<file path="config.mk">
export PLATFORM = sky130hd
export DESIGN_NAME = wave_prof_gen_flat
export DESIGN_NICKNAME = d
export VERILOG_FILES = /design/src/rtl/wave_prof_if.sv /design/src/rtl/wave_prof_gen.sv /design/src/flat_wrapper.sv
export SDC_FILE = /design/constraint.sdc
export NUM_CORES = 1
export LEC_CHECK = 0
export CAP_MARGIN = 20
export CORE_ASPECT_RATIO = 1.25
export CORE_MARGIN = 2
export CORE_UTILIZATION = 62
export DETAILED_ROUTE_END_ITERATION = 8
export PLACE_DENSITY = 0.82
export SYNTH_ARGS = -nofsm -noshare
export SYNTH_HDL_FRONTEND = slang
export SYNTH_SLANG_ARGS = --single-unit
export TNS_END_PERCENT = 50
</file>
<file path="constraint.sdc">
create_clock -name clock -period 7.6 [get_ports clock]
set_input_delay 2.28 -clock clock [delete_from_list [all_inputs] [get_ports clock]]
set_output_delay 2.28 -clock clock [all_outputs]
set_load 0.01 [all_outputs]
</file>
<file path="src/rtl/wave_prof_if.sv">
// Control inputs and profile write port of wave_prof_gen, with master (driver) and slave (generator) views.
// The scroll field exists only when WAVE_PROF_SCROLL_EN is defined.
interface wave_prof_if #(
    parameter int unsigned IDX_W = 10,
    parameter int unsigned VAL_W = 10
);
    logic [1:0]       mode;
    logic [VAL_W-1:0] level;
    logic [VAL_W-1:0] amp;
    logic [3:0]       period_log2;
    logic             start;
`ifdef WAVE_PROF_SCROLL_EN
    logic [IDX_W-1:0] scroll;
`endif
    logic             wave_we;
    logic [IDX_W-1:0] wave_index;
    logic [VAL_W-1:0] wave_prof;
    logic             busy;
    logic             done;

`ifdef WAVE_PROF_SCROLL_EN
    modport master (
        output mode, level, amp, period_log2, start, scroll,
        input  wave_we, wave_index, wave_prof, busy, done
    );
    modport slave (
        input  mode, level, amp, period_log2, start, scroll,
        output wave_we, wave_index, wave_prof, busy, done
    );
`else
    modport master (
        output mode, level, amp, period_log2, start,
        input  wave_we, wave_index, wave_prof, busy, done
    );
    modport slave (
        input  mode, level, amp, period_log2, start,
        output wave_we, wave_index, wave_prof, busy, done
    );
`endif
endinterface

</file>
<file path="src/rtl/wave_prof_gen.sv">
// Waveform-profile sequencer: streams DEPTH saturated flat/ramp/triangle/square entries into the profile memory.
// Optional WAVE_PROF_SCROLL_EN adds a captured scroll offset applied to the write index.
module wave_prof_gen #(
    parameter int unsigned DEPTH = 1024,
    parameter int unsigned IDX_W = 10,
    parameter int unsigned VAL_W = 10,
    parameter int unsigned VMAX  = 767
) (
    input  logic        clock,
    input  logic        reset,
    wave_prof_if.slave  bus
);
    localparam int unsigned      ACC_W  = VAL_W + IDX_W + 1;
    localparam logic [ACC_W-1:0] VMAX_A = ACC_W'(VMAX);
    localparam logic [IDX_W-1:0] LAST_N = IDX_W'(DEPTH - 1);
    localparam logic [3:0]       P_MAX  = 4'(IDX_W - 1);

    typedef enum logic {IDLE, FILL} state_t;

    typedef struct packed {
        logic [1:0]       mode;
        logic [VAL_W-1:0] level;
        logic [VAL_W-1:0] amp;
        logic [3:0]       p;
`ifdef WAVE_PROF_SCROLL_EN
        logic [IDX_W-1:0] scroll;
`endif
    } shadow_t;

    state_t           state_q, state_d;
    logic [IDX_W-1:0] n_q, n_d;
    shadow_t          sh_q, sh_d;
    logic [ACC_W-1:0] tri_q, tri_d;
    logic [1:0]       prev_mode_q, prev_mode_d;
    logic             pending_q, pending_d;
    logic             last_q, last_d;
    logic             we_q, we_d;
    logic [IDX_W-1:0] index_q, index_d;
    logic [VAL_W-1:0] prof_q, prof_d;
    logic             busy_q, busy_d;
    logic             done_q, done_d;

    logic             trigger;
    logic [IDX_W-1:0] n_shift;
    logic [ACC_W-1:0] lvl, amp_a, tri_up, raw;

    function automatic logic [ACC_W-1:0] sat(input logic [ACC_W-1:0] x);
        return (x > VMAX_A) ? VMAX_A : x;
    endfunction

    assign bus.wave_we    = we_q;
    assign bus.wave_index = index_q;
    assign bus.wave_prof  = prof_q;
    assign bus.busy       = busy_q;
    assign bus.done       = done_q;

    // Next-state, datapath and output computation
    always_comb begin
        state_d     = state_q;
        n_d         = n_q;
        sh_d        = sh_q;
        tri_d       = tri_q;
        prev_mode_d = bus.mode;
        pending_d   = pending_q;
        last_d      = 1'b0;
        we_d        = 1'b0;
        busy_d      = 1'b0;
        done_d      = last_q;
        index_d     = index_q;
        prof_d      = prof_q;

        trigger = bus.start | (bus.mode != prev_mode_q) | pending_q;
        n_shift = n_q >> sh_q.p;
        lvl     = ACC_W'(sh_q.level);
        amp_a   = ACC_W'(sh_q.amp);
        tri_up  = tri_q + amp_a;

        case (sh_q.mode)
            2'd1:    raw = lvl + ACC_W'(n_q) * amp_a;
            2'd2:    raw = tri_q;
            2'd3:    raw = n_shift[0] ? (lvl + amp_a) : lvl;
            default: raw = lvl;
        endcase

        case (state_q)
            FILL: begin
                we_d   = 1'b1;
                busy_d = 1'b1;
`ifdef WAVE_PROF_SCROLL_EN
                index_d = n_q + sh_q.scroll;
`else
                index_d = n_q;
`endif
                prof_d = VAL_W'(sat(raw));
                // Triangle runs upward in even half-periods, clamping at each rail until the flip
                tri_d  = n_shift[0] ? ((tri_q < amp_a) ? '0 : (tri_q - amp_a)) : sat(tri_up);
                n_d    = n_q + IDX_W'(1);
                if (n_q == LAST_N) begin
                    state_d = IDLE;
                    last_d  = 1'b1;
                end
            end
            default: ;
        endcase

        // A trigger restarts from entry 0 even mid-fill; the entry on this edge is still written
        if (trigger) begin
            state_d    = FILL;
            n_d        = '0;
            pending_d  = 1'b0;
            last_d     = 1'b0;
            sh_d.mode  = bus.mode;
            sh_d.level = bus.level;
            sh_d.amp   = bus.amp;
            sh_d.p     = (bus.period_log2 > P_MAX) ? P_MAX : bus.period_log2;
`ifdef WAVE_PROF_SCROLL_EN
            sh_d.scroll = bus.scroll;
`endif
            tri_d      = sat(ACC_W'(bus.level));
        end
    end

    always_ff @(posedge clock or posedge reset) begin
        if (reset) begin
            state_q     <= IDLE;
            n_q         <= '0;
            sh_q        <= '0;
            tri_q       <= '0;
            prev_mode_q <= '0;
            pending_q   <= 1'b1;
            last_q      <= 1'b0;
            we_q        <= 1'b0;
            index_q     <= '0;
            prof_q      <= '0;
            busy_q      <= 1'b0;
            done_q      <= 1'b0;
        end else begin
            state_q     <= state_d;
            n_q         <= n_d;
            sh_q        <= sh_d;
            tri_q       <= tri_d;
            prev_mode_q <= prev_mode_d;
            pending_q   <= pending_d;
            last_q      <= last_d;
            we_q        <= we_d;
            index_q     <= index_d;
            prof_q      <= prof_d;
            busy_q      <= busy_d;
            done_q      <= done_d;
        end
    end
endmodule

</file>
<file path="src/flat_wrapper.sv">
// flat-port wrapper written by rule: the top's interface ports become plain ports
module wave_prof_gen_flat 
#(
    parameter int unsigned DEPTH = 1024,
    parameter int unsigned IDX_W = 10,
    parameter int unsigned VAL_W = 10,
    parameter int unsigned VMAX  = 767
)
  (clock, reset, bus_mode, bus_level, bus_amp, bus_period_log2, bus_start, bus_wave_we, bus_wave_index, bus_wave_prof, bus_busy, bus_done);
  wave_prof_if #(.IDX_W(IDX_W), .VAL_W(VAL_W)) bus_i ();
  input  logic clock;
  input  logic reset;
  input wire logic [$bits(bus_i.mode)-1:0] bus_mode;
  input wire logic [$bits(bus_i.level)-1:0] bus_level;
  input wire logic [$bits(bus_i.amp)-1:0] bus_amp;
  input wire logic [$bits(bus_i.period_log2)-1:0] bus_period_log2;
  input wire logic [$bits(bus_i.start)-1:0] bus_start;
  output wire logic [$bits(bus_i.wave_we)-1:0] bus_wave_we;
  output wire logic [$bits(bus_i.wave_index)-1:0] bus_wave_index;
  output wire logic [$bits(bus_i.wave_prof)-1:0] bus_wave_prof;
  output wire logic [$bits(bus_i.busy)-1:0] bus_busy;
  output wire logic [$bits(bus_i.done)-1:0] bus_done;
  assign bus_i.mode = bus_mode;
  assign bus_i.level = bus_level;
  assign bus_i.amp = bus_amp;
  assign bus_i.period_log2 = bus_period_log2;
  assign bus_i.start = bus_start;
  assign bus_wave_we = bus_i.wave_we;
  assign bus_wave_index = bus_i.wave_index;
  assign bus_wave_prof = bus_i.wave_prof;
  assign bus_busy = bus_i.busy;
  assign bus_done = bus_i.done;
  wave_prof_gen #(.DEPTH(DEPTH), .IDX_W(IDX_W), .VAL_W(VAL_W), .VMAX(VMAX)) u_core (.clock(clock), .reset(reset), .bus(bus_i));
endmodule
</file>
# Yosys cells after proc, flatten, opt, wreduce, memory -nomap -nowiden
# Cells that the tools add are included.
[classes]
order_cmp = 5
mux = 19
n_mul = 1
n_shift = 1
n_addsub = 5
n_reduce_logical = 1
n_eq_ne = 5
bitwise = 2
[ops]
columns = ["operator", "count"]
rows = [
  ["21-bit 2-to-1 mux", 6],
  ["21-bit one-hot mux with 3 select lines", 1],
  ["21-bit by 10-bit greater-than comparator with 1-bit output, second input constant", 2],
  ["10-bit 2-to-1 mux", 4],
  ["10-bit by 20-bit adder with 21-bit output", 1],
  ["21-bit by 10-bit adder with 21-bit output", 1],
  ["21-bit by 10-bit less-than comparator with 1-bit output", 1],
  ["21-bit by 10-bit subtractor with 21-bit output", 1],
  ["10-bit by 10-bit multiplier with 20-bit output", 1],
  ["10-bit by 10-bit adder with 11-bit output", 1],
  ["10-bit by 1-bit adder with 10-bit output, second input constant", 1],
  ["10-bit == test, second input constant", 1],
  ["10-bit greater-than comparator, second input constant", 1],
  ["10-bit by 4-bit >> shifter with 1-bit output", 1],
  ["1-bit 2-to-1 mux", 7],
  ["2-bit == test, second input constant", 2],
  ["4-bit greater-than comparator, second input constant", 1],
  ["4-bit 2-to-1 mux", 1],
  ["2-bit by 1-bit == test with 1-bit output, second input constant", 1],
  ["2-bit inequality test", 1],
  ["1-bit OR", 2],
  ["2-bit nonzero test", 1],
]
[word_totals]
output_inout_bits = 23
wordCells = 53
regBits = 84
in_bits = 29

# Longest topological paths before layout
# Gate-level depths: netlist of run 1.
[depth]
ltp_word = 6
ltp_mapped = 23
depth_no_buf = 21

# Worst setup path after synthesis of run 1
# Ideal clock, no wire load.
[synth_path]
kind = "register to register"
start = "register u_core.n_q[0]"
end = "register u_core.prof_q[8] (netlist: u_core.bus.wave_prof[8])"
stages_incl_launch_ff = 21
arrival_ns = 5.839
path_slack_ns = 1.693
t_required_ns = 7.532
setup_ns = 0.068
period_less_slack_ns = 5.907
n_path_buf = 2
path_cell_list = "dfrtp_1 clkbuf_1 nand2_1 fa_1 fa_1 inv_1 fa_1 fa_1 inv_1 fa_1 inv_1 ha_1 clkbuf_1 nand4_1 a21oi_2 or3b_4 a31oi_4 o21ai_2 or3_4 a2111oi_4 a32o_1"
[synth_via]
elab_chain_cells = 5
elab_cells_between_ends = 7
classes_between = "1 x add/sub; 1 x mul; 1 x order compare; 1 x shift; 3 x mux"
[synth_lines]
columns = ["item", "line_no", "rtl"]
rows = [
  ["start: declaration", "wave_prof_gen.sv:31", "logic [IDX_W-1:0] n_q, n_d;"],
  ["start signal: assignment", "wave_prof_gen.sv:139", "n_q <= n_d;"],
  ["10-bit by 10-bit multiplier with 20-bit output or 10-bit by 4-bit >> shifter with 1-bit output (tied branches)", "wave_prof_gen.sv:79, wave_prof_gen.sv:73", ""],
  ["10-bit by 20-bit adder with 21-bit output or 21-bit 2-to-1 mux (tied branches)", "wave_prof_gen.sv:79, wave_prof_gen.sv:81", ""],
  ["21-bit one-hot mux with 3 select lines *", "wave_prof_gen.sv:78", "case (sh_q.mode)"],
  ["21-bit by 10-bit greater-than comparator with 1-bit output", "wave_prof_gen.sv:48", "return (x > VMAX_A) ? VMAX_A : x;"],
  ["10-bit 2-to-1 mux *", "wave_prof_gen.sv:48", ""],
  ["end signal: assignment", "wave_prof_gen.sv:147", "prof_q <= prof_d;"],
  ["end: declaration", "wave_prof_gen.sv:39", "logic [VAL_W-1:0] prof_q, prof_d;"],
]
# Every way passes the cells marked *; elsewhere a longest branch is shown, timed or not.
# A chain may end at the register's enable or synchronous reset.

# Worst setup path after layout of run 1
[layout_path]
start = "register u_core.n_q[0]"
end = "register u_core.prof_q[5] (netlist: u_core.bus.wave_prof[5])"
# Same word-level chain as after synthesis.

==> key figures, run 1 <==
Status
  • Status: complete, no violations

Floorplanning
  • Initial Util: 0.6257
  • Core area: 15440 sq um
  • Die height: 143.6 um
  • Die X: 115.7 um
  • Num rows: 51
  • Area of the die: 16610 sq um
  • Top-level port count: 52

CTS
  • Postcts setup bufs: 0
  • CTS root buffer: clkbuf_16
  • Max clock buf depth: 2
  • Clock transition at path regs: 0.07 ns
  • H-Tree Depth: 3
  • Worst-Skew Late Latency: 0.34 ns
  • CTS tree: built
  • Clock Sinks: 84
  • Post_cts resized: 0
  • Hold-fix buffers at CTS: 0
  • CTS buffer count: 9

Power and ir drop
  • Power share of the combinational group: 0.340
  • Switch Pwr: 0.5596 mW
  • Peak VDD IR: 0.0001058 V
  • Leakage power: 4.975 nW
  • P per Cell Area: 147.2 nW/um^2
  • Internal Power: 1.000 mW
  • Sequential power share: 0.345
  • Sw Share: 0.3587
  • Clock network fraction of total power: 0.314

Setup path
  • Kind of critical path: reg2reg
  • Cell family with most CP delay: adder cells
  • Crit path max fanout: 16
  • Startpoint Class: register
  • CP arrival: 6.57 ns
  • CP dominant cell by count: fa_1
  • Cell Chain, Critical Path: nand2_1, fa_1, fa_1, inv_1, fa_1, fa_1, inv_1, fa_1, inv_1, ha_1, nand4_1, a21oi_2, or3b_4, a31oi_4, o21ai_2, or3_4, a2111oi_4, a31oi_1
  • Buf+Inv Stages, Crit Path: 3
  • Slowest cell on crit path: a2111oi_4
  • Crit. End Element: register
  • Req. time, crit path: 7.78 ns
  • Crit-path max cell delay: 0.68 ns

STA
  • Total negative slack: 0 ns
  • Period utilization: 0.8412
  • Final Max Slew Viols: 0
  • Final setup fails: 0
  • Layout Skew: 0.008752 ns
  • Crit path time final: 6.393 ns
  • Final Hold Viols: 0
  • Least-Margin Pin Slew: 1.053 ns
  • Worst slew margin: 0.2879
  • RSZ-0062 raised after global routing: false
  • FMAX: 0.1564 GHz

Synth
  • Avg Cell Area, Syn: 8.544 sq um
  • Yosys warns: 0
  • Synth Area in Adders: 0.2766
  • FF+latch count, synth: 84
  • Mux cell area share after synthesis: 0.04105
  • Ys async rst share: 1.000
  • Post-synth EDFFs: 0
  • Syn Nets: 1328
  • Post-Syn Instances: 1131
  • Dominant synthesized flop cell: dfrtp_1
  • Number of distinct library cells after synthesis: 86
  • Post-synthesis simple-gate area fraction: 0.1823
  • Synth Area in Compound Gates: 0.1674
  • Largest family of logic cells by synthesized area: adder cells
  • Post-synthesis xor/xnor area fraction: 0.03535
  • Post-Syn Area: 9663 sq um
  • Sequential fraction of the synthesis area: 0.2177

Detailed routing
  • M1 WL: 9793 um
  • Routed wl met3: 1694 um
  • Routed length per placed instance: 18.48 um
  • DRC viols: 0
  • Total Wirelength: 25070 um
  • DRT iter0 DRCs: 812
  • Uppermost layer routed: met5
  • Via/cell ratio: 6.053
  • Antenna-violating nets left: 0
  • WL met2: 12400 um
  • Vias: 8214
  • DRT Pass-1 Iters: 5

Global routing
  • Total track usage: 0.3220
  • Largest net degree at the start of global routing: 75
  • Initial antenna violation count: 1
  • Vias in the first global route: 8266
  • First-pass GRT wire length: 41880 um
  • GR Overflow Total: 0

Layout
  • Commonest non-fill, non-tap cells in the layout: inv_1, nand2_1, nor2_1
  • Number of diodes: 0
  • Post-route cell area: 10600 sq um
  • Share of layout cells above drive strength 1: 0.06376
  • Fin nets: 1337
  • Layout area overhead: 9.673%
  • Commonest non-fill, non-tap cell in the layout: inv_1

Placed design
  • Routability-driven placement congestion ratio: 0.9346
  • Buffers on Ports: 51
  • Post-DP HPWL: 19900 um
  • Placed instance area: 10270 sq um

Worst hold path
  • Worst Hold Class: reg2reg

Flow run
  • Max Cap Viol: 0
==> final timing paths <==
check                           cells past startpoint  slack (ns)                                   to                      start
worst max-delay path                               18        1.21  u_core.bus.wave_prof[5]$_DFFE_PP0P_  u_core.n_q[0]$_DFFE_PP0P_
max in group asynchronous                           3        4.25            u_core.lvl[1]$_DFFE_PP0N_                      reset
min in group asynchronous                           2        2.15         u_core.tri_q[18]$_DFFE_PP0P_                      reset
worst min-delay path                                0        0.35            u_core.bus.done$_DFF_PP0_    u_core.done_d$_DFF_PP0_
worst min register to register                      0        0.35            u_core.bus.done$_DFF_PP0_    u_core.done_d$_DFF_PP0_
worst max register to register                     18        1.21  u_core.bus.wave_prof[5]$_DFFE_PP0P_  u_core.n_q[0]$_DFFE_PP0P_
==> final cells by class <==
class / instances / area (sq um)
repair buffers: 59 / 570.5
fillers: 1272 / 4845
inverters: 138 / 519.2
well taps: 212 / 265.3
multi-input cells: 848 / 6813
clock inverters: 5 / 83.83
clock buffers: 11 / 242.7
flip-flops and latches: 84 / 2103
==> layer usage <==
metal / GRT usage / vias to the layer above
met1: 0.4047 / 4000
met4: 0.1510 / 2
li1: - / 3827
met2: 0.5392 / 302
met3: 0.05567 / 83
met5: 0 / -
==> cells by family after synthesis <==
family | Yosys count
AOI/OAI and AO/OA | 250
adders and majority gates | 168
muxes | 32
and+or+nand+nor | 358
other | 1
DFF | 84
buffers and inverters | 199
xor gates and xnor gates | 39
==> power groups by stage <==
stage	Sequential [mW]	Combinational, mW	Clock [mW]
6_report	0.539	0.531	0.490
5_1_grt	0.541	0.582	0.515
4_1_cts	0.535	0.523	0.492
3_5_place_dp	0.543	0.518	0
3_3_place_gp	0.541	0.513	0
2_1_floorplan	0.521	0.379	0
==> sequential cells by signal, summed over array words and instances, names as in the netlist <==
signal and flops:
u_core.done_d 1, u_core.prev_mode_q 2, u_core.n_q 10, u_core.tri_q 21, u_core.amp_a 10, u_core.bus.wave_prof 10
u_core.pending_q 1, u_core.lvl 10, u_core.state_q 1, u_core.bus.wave_we 1, u_core.bus.done 1, u_core.bus.wave_index 10
u_core.sh_q 6
==> cell usage after synthesis (all sizes together) (6+ instances only) <==
master / number / area (sq um)
nand2b: 11 / 68.82
and3: 6 / 37.54
inv: 137 / 514.2
a21oi: 60 / 319.1
o21ai: 85 / 429.2
nand3: 21 / 115.1
nor3: 15 / 75.07
mux2: 21 / 236.5
a21o: 10 / 75.07
nand2: 106 / 397.9
a211oi: 8 / 60.06
nor2b: 11 / 68.82
or3: 8 / 55.05
xnor2: 22 / 192.7
buf: 17 / 82.57
clkbuf: 44 / 165.2
o31ai: 6 / 45.04
fa: 76 / 1521
o31a: 6 / 52.55
ha: 92 / 1151
o21a: 7 / 60.05
nand4: 11 / 68.82
or2: 6 / 37.54
dfrtp: 83 / 2077
and2: 52 / 325.3
a31oi: 21 / 146.4
mux2i: 7 / 70.07
nor2: 93 / 349.1
xor2: 17 / 148.9
==> stage by stage <==
stage | setup slack (ns) | power (mW) | std cells | hold WS, ns | util
after floorplan | 1.693 | 0.9001 | 1131 | 0.3312 | -
after global placement | 1.308 | 1.054 | 1341 | 0.3372 | 0.6651
after detailed placement | 1.251 | 1.061 | 1341 | 0.3371 | 0.6651
after CTS | 1.213 | 1.551 | 1357 | 0.3522 | 0.6863
after global routing | 0.8723 | 1.638 | 1357 | 0.3629 | 0.6863
final | 1.207 | 1.560 | 1357 | 0.3492 | 0.6863
(Power assumes the default switching activity.)
==> run 2, diff against run 1 <==
- CORE_UTILIZATION: 62 -> 56
- PLACE_DENSITY: 0.82 -> 0.78
- clock period: 7.6 -> 5.6 ns (I/O delays scaled with it)
==> run 2 against run 1 <==
The flow now finishes with violations (negative setup slack). Non-clock buffer count grew 77. Combinational power grew 45%. Sequential cell count is the same. Die area grew 10%. Worst setup slack lost 1.3 ns. Core utilization shrank 0.56 points.
==> key figures, run 2 (synthesis gave the netlist of run 1 again) <==
Global routing
  • Initial antenna violation count: 0
  • Vias in the first global route: 8672
  • First-pass GRT wire length: 42870 um
  • Total track usage: 0.2969
  • Largest net degree at the start of global routing: 55
  • GR Overflow Total: 0

CTS
  • H-Tree Depth: 3
  • Clock Sinks: 84
  • CTS buffer count: 9
  • CTS tree: built
  • CTS root buffer: clkbuf_16
  • Worst-Skew Late Latency: 0.35 ns
  • Max clock buf depth: 2
  • Clock transition at path regs: 0.07 ns
  • Hold-fix buffers at CTS: 0

Status
  • Failing checks: negative setup slack
  • Status: finished with violations

Detailed routing
  • DRT iter0 DRCs: 682
  • Vias: 8473
  • Antenna-violating nets left: 0
  • Via/cell ratio: 5.876
  • Total Wirelength: 26440 um
  • Routed length per placed instance: 18.33 um
  • DRC viols: 0
  • DRT Pass-1 Iters: 5

STA
  • FMAX: 0.1767 GHz
  • Least-Margin Pin Slew: 1.061 ns
  • Hold slack: 0.3939 ns
  • Final Worst Setup Slack: -0.05990 ns
  • Worst slew margin: 0.2827
  • RSZ-0062 raised after global routing: true
  • Total negative slack: -0.2435 ns
  • Final Hold Viols: 0
  • Layout Skew: 0.008440 ns
  • Period utilization: 1.011
  • Crit path time final: 5.660 ns
  • Final Max Slew Viols: 0
  • Final setup fails: 5

Floorplanning
  • Core area: 16840 sq um
  • Area of the die: 18330 sq um
  • Top-level port count: 52
  • Num rows: 53
  • Die X: 121.5 um
  • Die height: 150.9 um
  • Initial Util: 0.5737

Setup path
  • CP arrival: 5.88 ns
  • Kind of critical path: reg2reg
  • Startpoint Class: register
  • R2R cell count: 20
  • Req. time, crit path: 5.82 ns
  • Crit path max fanout: 8
  • Crit. End Element: register

Worst hold path
  • Hold depth: 0
  • Worst Hold Class: reg2reg

Power and ir drop
  • Sequential power share: 0.340
  • Leakage power: 5.342 nW
  • Sw Share: 0.3813
  • Clock network fraction of total power: 0.293
  • P per Cell Area: 183.6 nW/um^2
  • Peak VDD IR: 0.0001611 V
  • Internal Power: 1.302 mW
  • Power share of the combinational group: 0.367
  • Switch Pwr: 0.8025 mW

Placed design
  • Setup WS pre-CTS: -0.1642 ns
  • Buffers on Ports: 51
  • Routability-driven placement congestion ratio: 0.9725
  • Post-DP HPWL: 20210 um
  • Cell count after placement: 1410

Layout
  • Max reg flops: 21
  • Fin nets: 1414
  • Share of layout cells above drive strength 1: 0.1743
  • Commonest non-fill, non-tap cell in the layout: inv_1
  • Reg with most FFs: u_core.tri_q
  • Non-Filler Instances: 1442
  • Layout fillers: 1309
  • Number of diodes: 0
  • Layout area overhead: 18.65%
  • Commonest non-fill, non-tap cells in the layout: inv_1, nand2_1, nor2_1

Flow run
  • Max Cap Viol: 0
## run 2: final timing paths
check                                            startpoint                                  end  slack (ns)
worst min register to register      u_core.done_d$_DFF_PP0_            u_core.bus.done$_DFF_PP0_        0.39
max in group asynchronous                             reset         u_core.pending_q$_DFFE_PP1N_        3.00
min in group asynchronous                             reset            u_core.n_q[0]$_DFFE_PP0P_        1.77
worst max register to register  u_core.amp_a[1]$_DFFE_PP0N_  u_core.bus.wave_prof[1]$_DFFE_PP0P_       -0.06
worst max-delay path            u_core.amp_a[1]$_DFFE_PP0N_  u_core.bus.wave_prof[1]$_DFFE_PP0P_       -0.06
worst min-delay path                u_core.done_d$_DFF_PP0_            u_core.bus.done$_DFF_PP0_        0.39
## run 2: final cells by class
| cell class | instances | area, sq um | share of cell area |
|---|---|---|---|
| repair buffers | 136 | 1160 | 0.1012 |
| flip-flops and latches | 84 | 2121 | 0.1850 |
| clock inverters | 7 | 78.83 | 0.006876 |
| clock buffers | 9 | 225.2 | 0.01964 |
| multi-input cells | 848 | 7086 | 0.6180 |
| well taps | 220 | 275.3 | 0.02401 |
| inverters | 138 | 519.2 | 0.04529 |
## run 2: power by group through the flow
stage,combinational [mW],clock [mW],sequential (mW)
after global routing,0.847,0.645,0.722
after detailed placement,0.731,0,0.724
after CTS,0.746,0.623,0.713
after global placement,0.720,0,0.722
after floorplan,0.521,0,0.707
final,0.772,0.617,0.716
## run 2: what timing repair did
item / CTS / global route
gates cloned: 1 / 0
endpoints found under the setup margin: 10 / 10
gates resized for setup: 33 / 35
setup buffers: 4 / 12
pin swaps: 24 / 32
## run 2: metal layers
metal,track usage,routed length [um],vias to the layer above
li1,-,-,3984
met3,0.04217,1501,59
met5,0,0,-
met2,0.5166,13390,297
met4,0.1109,790,0
met1,0.3758,10760,4133
## run 2: stage by stage
stage | utilization | instance area (sq um) | total power [mW]
after CTS | 0.6675 | 11240 | 2.082
final | 0.6807 | 11460 | 2.105
after detailed placement | 0.6382 | 10750 | 1.454
after floorplan | - | 9793 | 1.228
after global placement | 0.6382 | 10750 | 1.442
after global routing | 0.6807 | 11460 | 2.214
## run 2: critical path, stage by stage (launching register included)
cell       delay (ns)
dfrtp_2          0.50
nand2_1          0.13
fa_1             0.49
inv_1            0.05
fa_1             0.40
fa_1             0.46
fa_1             0.49
inv_1            0.05
fa_1             0.52
inv_1            0.04
ha_2             0.31
nand4_1          0.15
a21oi_2          0.05
or3b_4           0.40
a31oi_4          0.21
o21ai_2          0.08
or3_4            0.41
a2111oi_4        0.38
buf_4            0.19
buf_6            0.13
a31oi_2          0.08
==> run 3, diff against run 2 <==
- CORE_UTILIZATION: 56 -> 40
- PLACE_DENSITY: 0.78 -> 0.59
==> run 3 against run 2 <==
The run still ends with negative setup slack left. Wire length increased by 0.87%. Sequential power is essentially flat. Hold slack got worse by 0.024 ns. Sequential cell count unchanged. Clock-buffer cell count unchanged. Sequential share of layout area is 0.22 points lower. Critical path depth down 1. Fmax is 0.26% lower. Design area increased by 1.2%. Die area grew 39%. Total power is 0.84% higher. Non-clock buffer count rose by 4. Highest routed layer unchanged.
==> key figures, run 3 (synthesis gave the netlist of run 1 again) <==
STA
  • Total negative slack: -0.5476 ns
  • FMAX: 0.1762 GHz
  • Layout Skew: 0.004955 ns
  • Least-Margin Pin Slew: 1.076 ns
  • Worst slew margin: 0.2829
  • RSZ-0062 raised after global routing: true
  • Final Worst Setup Slack: -0.07482 ns
  • Final Max Slew Viols: 0
  • Final setup fails: 10
  • Crit path time final: 5.675 ns
  • Final Hold Viols: 0
  • Period utilization: 1.013

Detailed routing
  • DRT Pass-1 Iters: 5
  • DRC viols: 0
  • DRT iter0 DRCs: 481
  • Vias: 8219
  • Via/cell ratio: 5.299
  • Routed length per placed instance: 17.19 um
  • Antenna-violating nets left: 0
  • Total Wirelength: 26670 um

Layout
  • Share of layout cells above drive strength 1: 0.1639
  • Max reg flops: 21
  • Fin nets: 1418
  • Layout fillers: 2251
  • Commonest non-fill, non-tap cells in the layout: inv_1, nand2_1, nor2_1
  • Commonest non-fill, non-tap cell in the layout: inv_1
  • Layout area overhead: 20.02%
  • Number of diodes: 0
  • Reg with most FFs: u_core.tri_q

Placed design
  • Routability-driven placement congestion ratio: 0.9427
  • Buffers on Ports: 51
  • Post-DP HPWL: 21180 um

Status
  • Status: finished with violations
  • Failing checks: negative setup slack

Floorplanning
  • Area of the die: 25430 sq um
  • Top-level port count: 52
  • Die height: 177.8 um
  • Die X: 143.0 um
  • Core area: 23730 sq um
  • Initial Util: 0.4073
  • Num rows: 63

Power and ir drop
  • Sw Share: 0.3664
  • Power share of the combinational group: 0.363
  • Leakage power: 5.378 nW
  • Pwr Total: 2.122 mW
  • Clock network fraction of total power: 0.299
  • Internal Power: 1.345 mW
  • Sequential power share: 0.338
  • P per Cell Area: 183.0 nW/um^2
  • Peak VDD IR: 0.0001365 V
  • Switch Pwr: 0.7776 mW

CTS
  • Clock transition at path regs: 0.07 ns
  • Clock Sinks: 84
  • Max clock buf depth: 2
  • Hold-fix buffers at CTS: 0
  • CTS tree: built
  • Worst-Skew Late Latency: 0.35 ns
  • H-Tree Depth: 3
  • CTS root buffer: clkbuf_16
  • CTS buffer count: 9

Setup path
  • Critical Path Source: u_core.amp_a[4]$_DFFE_PP0N_
  • Startpoint Class: register
  • R2R cell count: 19
  • Crit-path max cell delay: 0.51 ns
  • Req. time, crit path: 5.82 ns
  • Cell Chain, Critical Path: buf_4, inv_1, nor2_1, fa_1, fa_1, fa_1, fa_1, ha_1, ha_1, and3_4, a311oi_2, o21ai_2, a221oi_2, nand2b_4, a31oi_4, a2111oi_4, buf_4, buf_8, a31oi_1
  • Origin of the critical flop-to-flop path: u_core.amp_a[4]$_DFFE_PP0N_
  • Buf+Inv Stages, Crit Path: 4
  • Cell family with most CP delay: adder cells
  • CP dominant cell by count: fa_1
  • CP arrival: 5.89 ns
  • Crit path max fanout: 6
  • Critical path depth: 19
  • Kind of critical path: reg2reg
  • Slowest cell on crit path: fa_1
  • Crit. End Element: register

Global routing
  • Total track usage: 0.2197
  • First-pass GRT wire length: 43750 um
  • GR Overflow Total: 0
  • Largest net degree at the start of global routing: 53
  • Vias in the first global route: 8437
  • Initial antenna violation count: 0

Flow run
  • Max Cap Viol: 0

Worst hold path
  • Min-delay src: u_core.done_d$_DFF_PP0_
  • Worst Hold Class: reg2reg
  • Hold depth: 0
## run 3: cell types whose count changed in the layout (fill, tap and decap cells not counted), moves of 2 or more
cell	previous run	this run
a21oi_1	55	57
a21oi_2	4	2
ha_1	80	83
nand2_1	96	101
buf_6	3	5
nand2_2	10	5
ha_2	2	0
## run 3: final timing paths
path,end,slack [ns]
setup / recovery,u_core.bus.wave_prof[1]$_DFFE_PP0P_,-0.07
hold / removal,u_core.bus.done$_DFF_PP0_,0.37
setup reg to reg,u_core.bus.wave_prof[1]$_DFFE_PP0P_,-0.07
hold reg to reg,u_core.bus.done$_DFF_PP0_,0.37
max in group asynchronous,u_core.pending_q$_DFFE_PP1N_,2.92
min in group asynchronous,u_core.tri_q[18]$_DFFE_PP0P_,1.80
## run 3: metal layers
| layer | vias up | global-route usage | wire length [um] |
|---|---|---|---|
| met5 | - | 0 | 0 |
| li1 | 3987 | - | - |
| met2 | 153 | 0.3790 | 13360 |
| met1 | 4040 | 0.2891 | 11860 |
| met3 | 39 | 0.02240 | 823 |
| met4 | 0 | 0.06972 | 621 |
## run 3: metrics by stage
step           hold WS (ns)    util  instance area (sq um)  instances  setup WS [ns]
6_report             0.3696  0.4888                  11600       1551       -0.07482
2_1_floorplan        0.3312       -                   9793       1131        -0.1199
5_1_grt              0.3815  0.4888                  11600       1551        -0.2125
4_1_cts              0.3713  0.4855                  11520       1548       0.002564
3_5_place_dp         0.3531  0.4593                  10900       1518        -0.1640
3_3_place_gp         0.3483  0.4593                  10900       1518       -0.05639
## run 3: layout make-up
cell class / instances / area [sq um] / area share
timing repair buffer: 140 / 1217 / 0.1050
clock inverter: 7 / 86.33 / 0.007444
multi-input combinational: 848 / 7023 / 0.6056
sequential: 84 / 2120 / 0.1828
tap: 325 / 406.6 / 0.03506
clock buffer: 9 / 225.2 / 0.01942
inverter: 138 / 519.2 / 0.04477
## run 3: power by group through the flow
stage / clock network (mW) / logic, mW / registers [mW]
finish: 0.634 / 0.771 / 0.717
global route: 0.668 / 0.856 / 0.725
floorplan: 0 / 0.521 / 0.707
detailed placement: 0 / 0.745 / 0.728
global placement: 0 / 0.741 / 0.727
CTS: 0.647 / 0.762 / 0.716
## run 3: what timing repair did
| item | 4_1_cts | 5_1_grt |
|---|---|---|
| gates cloned | 1 | 0 |
| endpoints found under the setup margin | 10 | 10 |
| pin swaps | 34 | 8 |
| resized for setup | 38 | 16 |
| setup buffers | 13 | 3 |
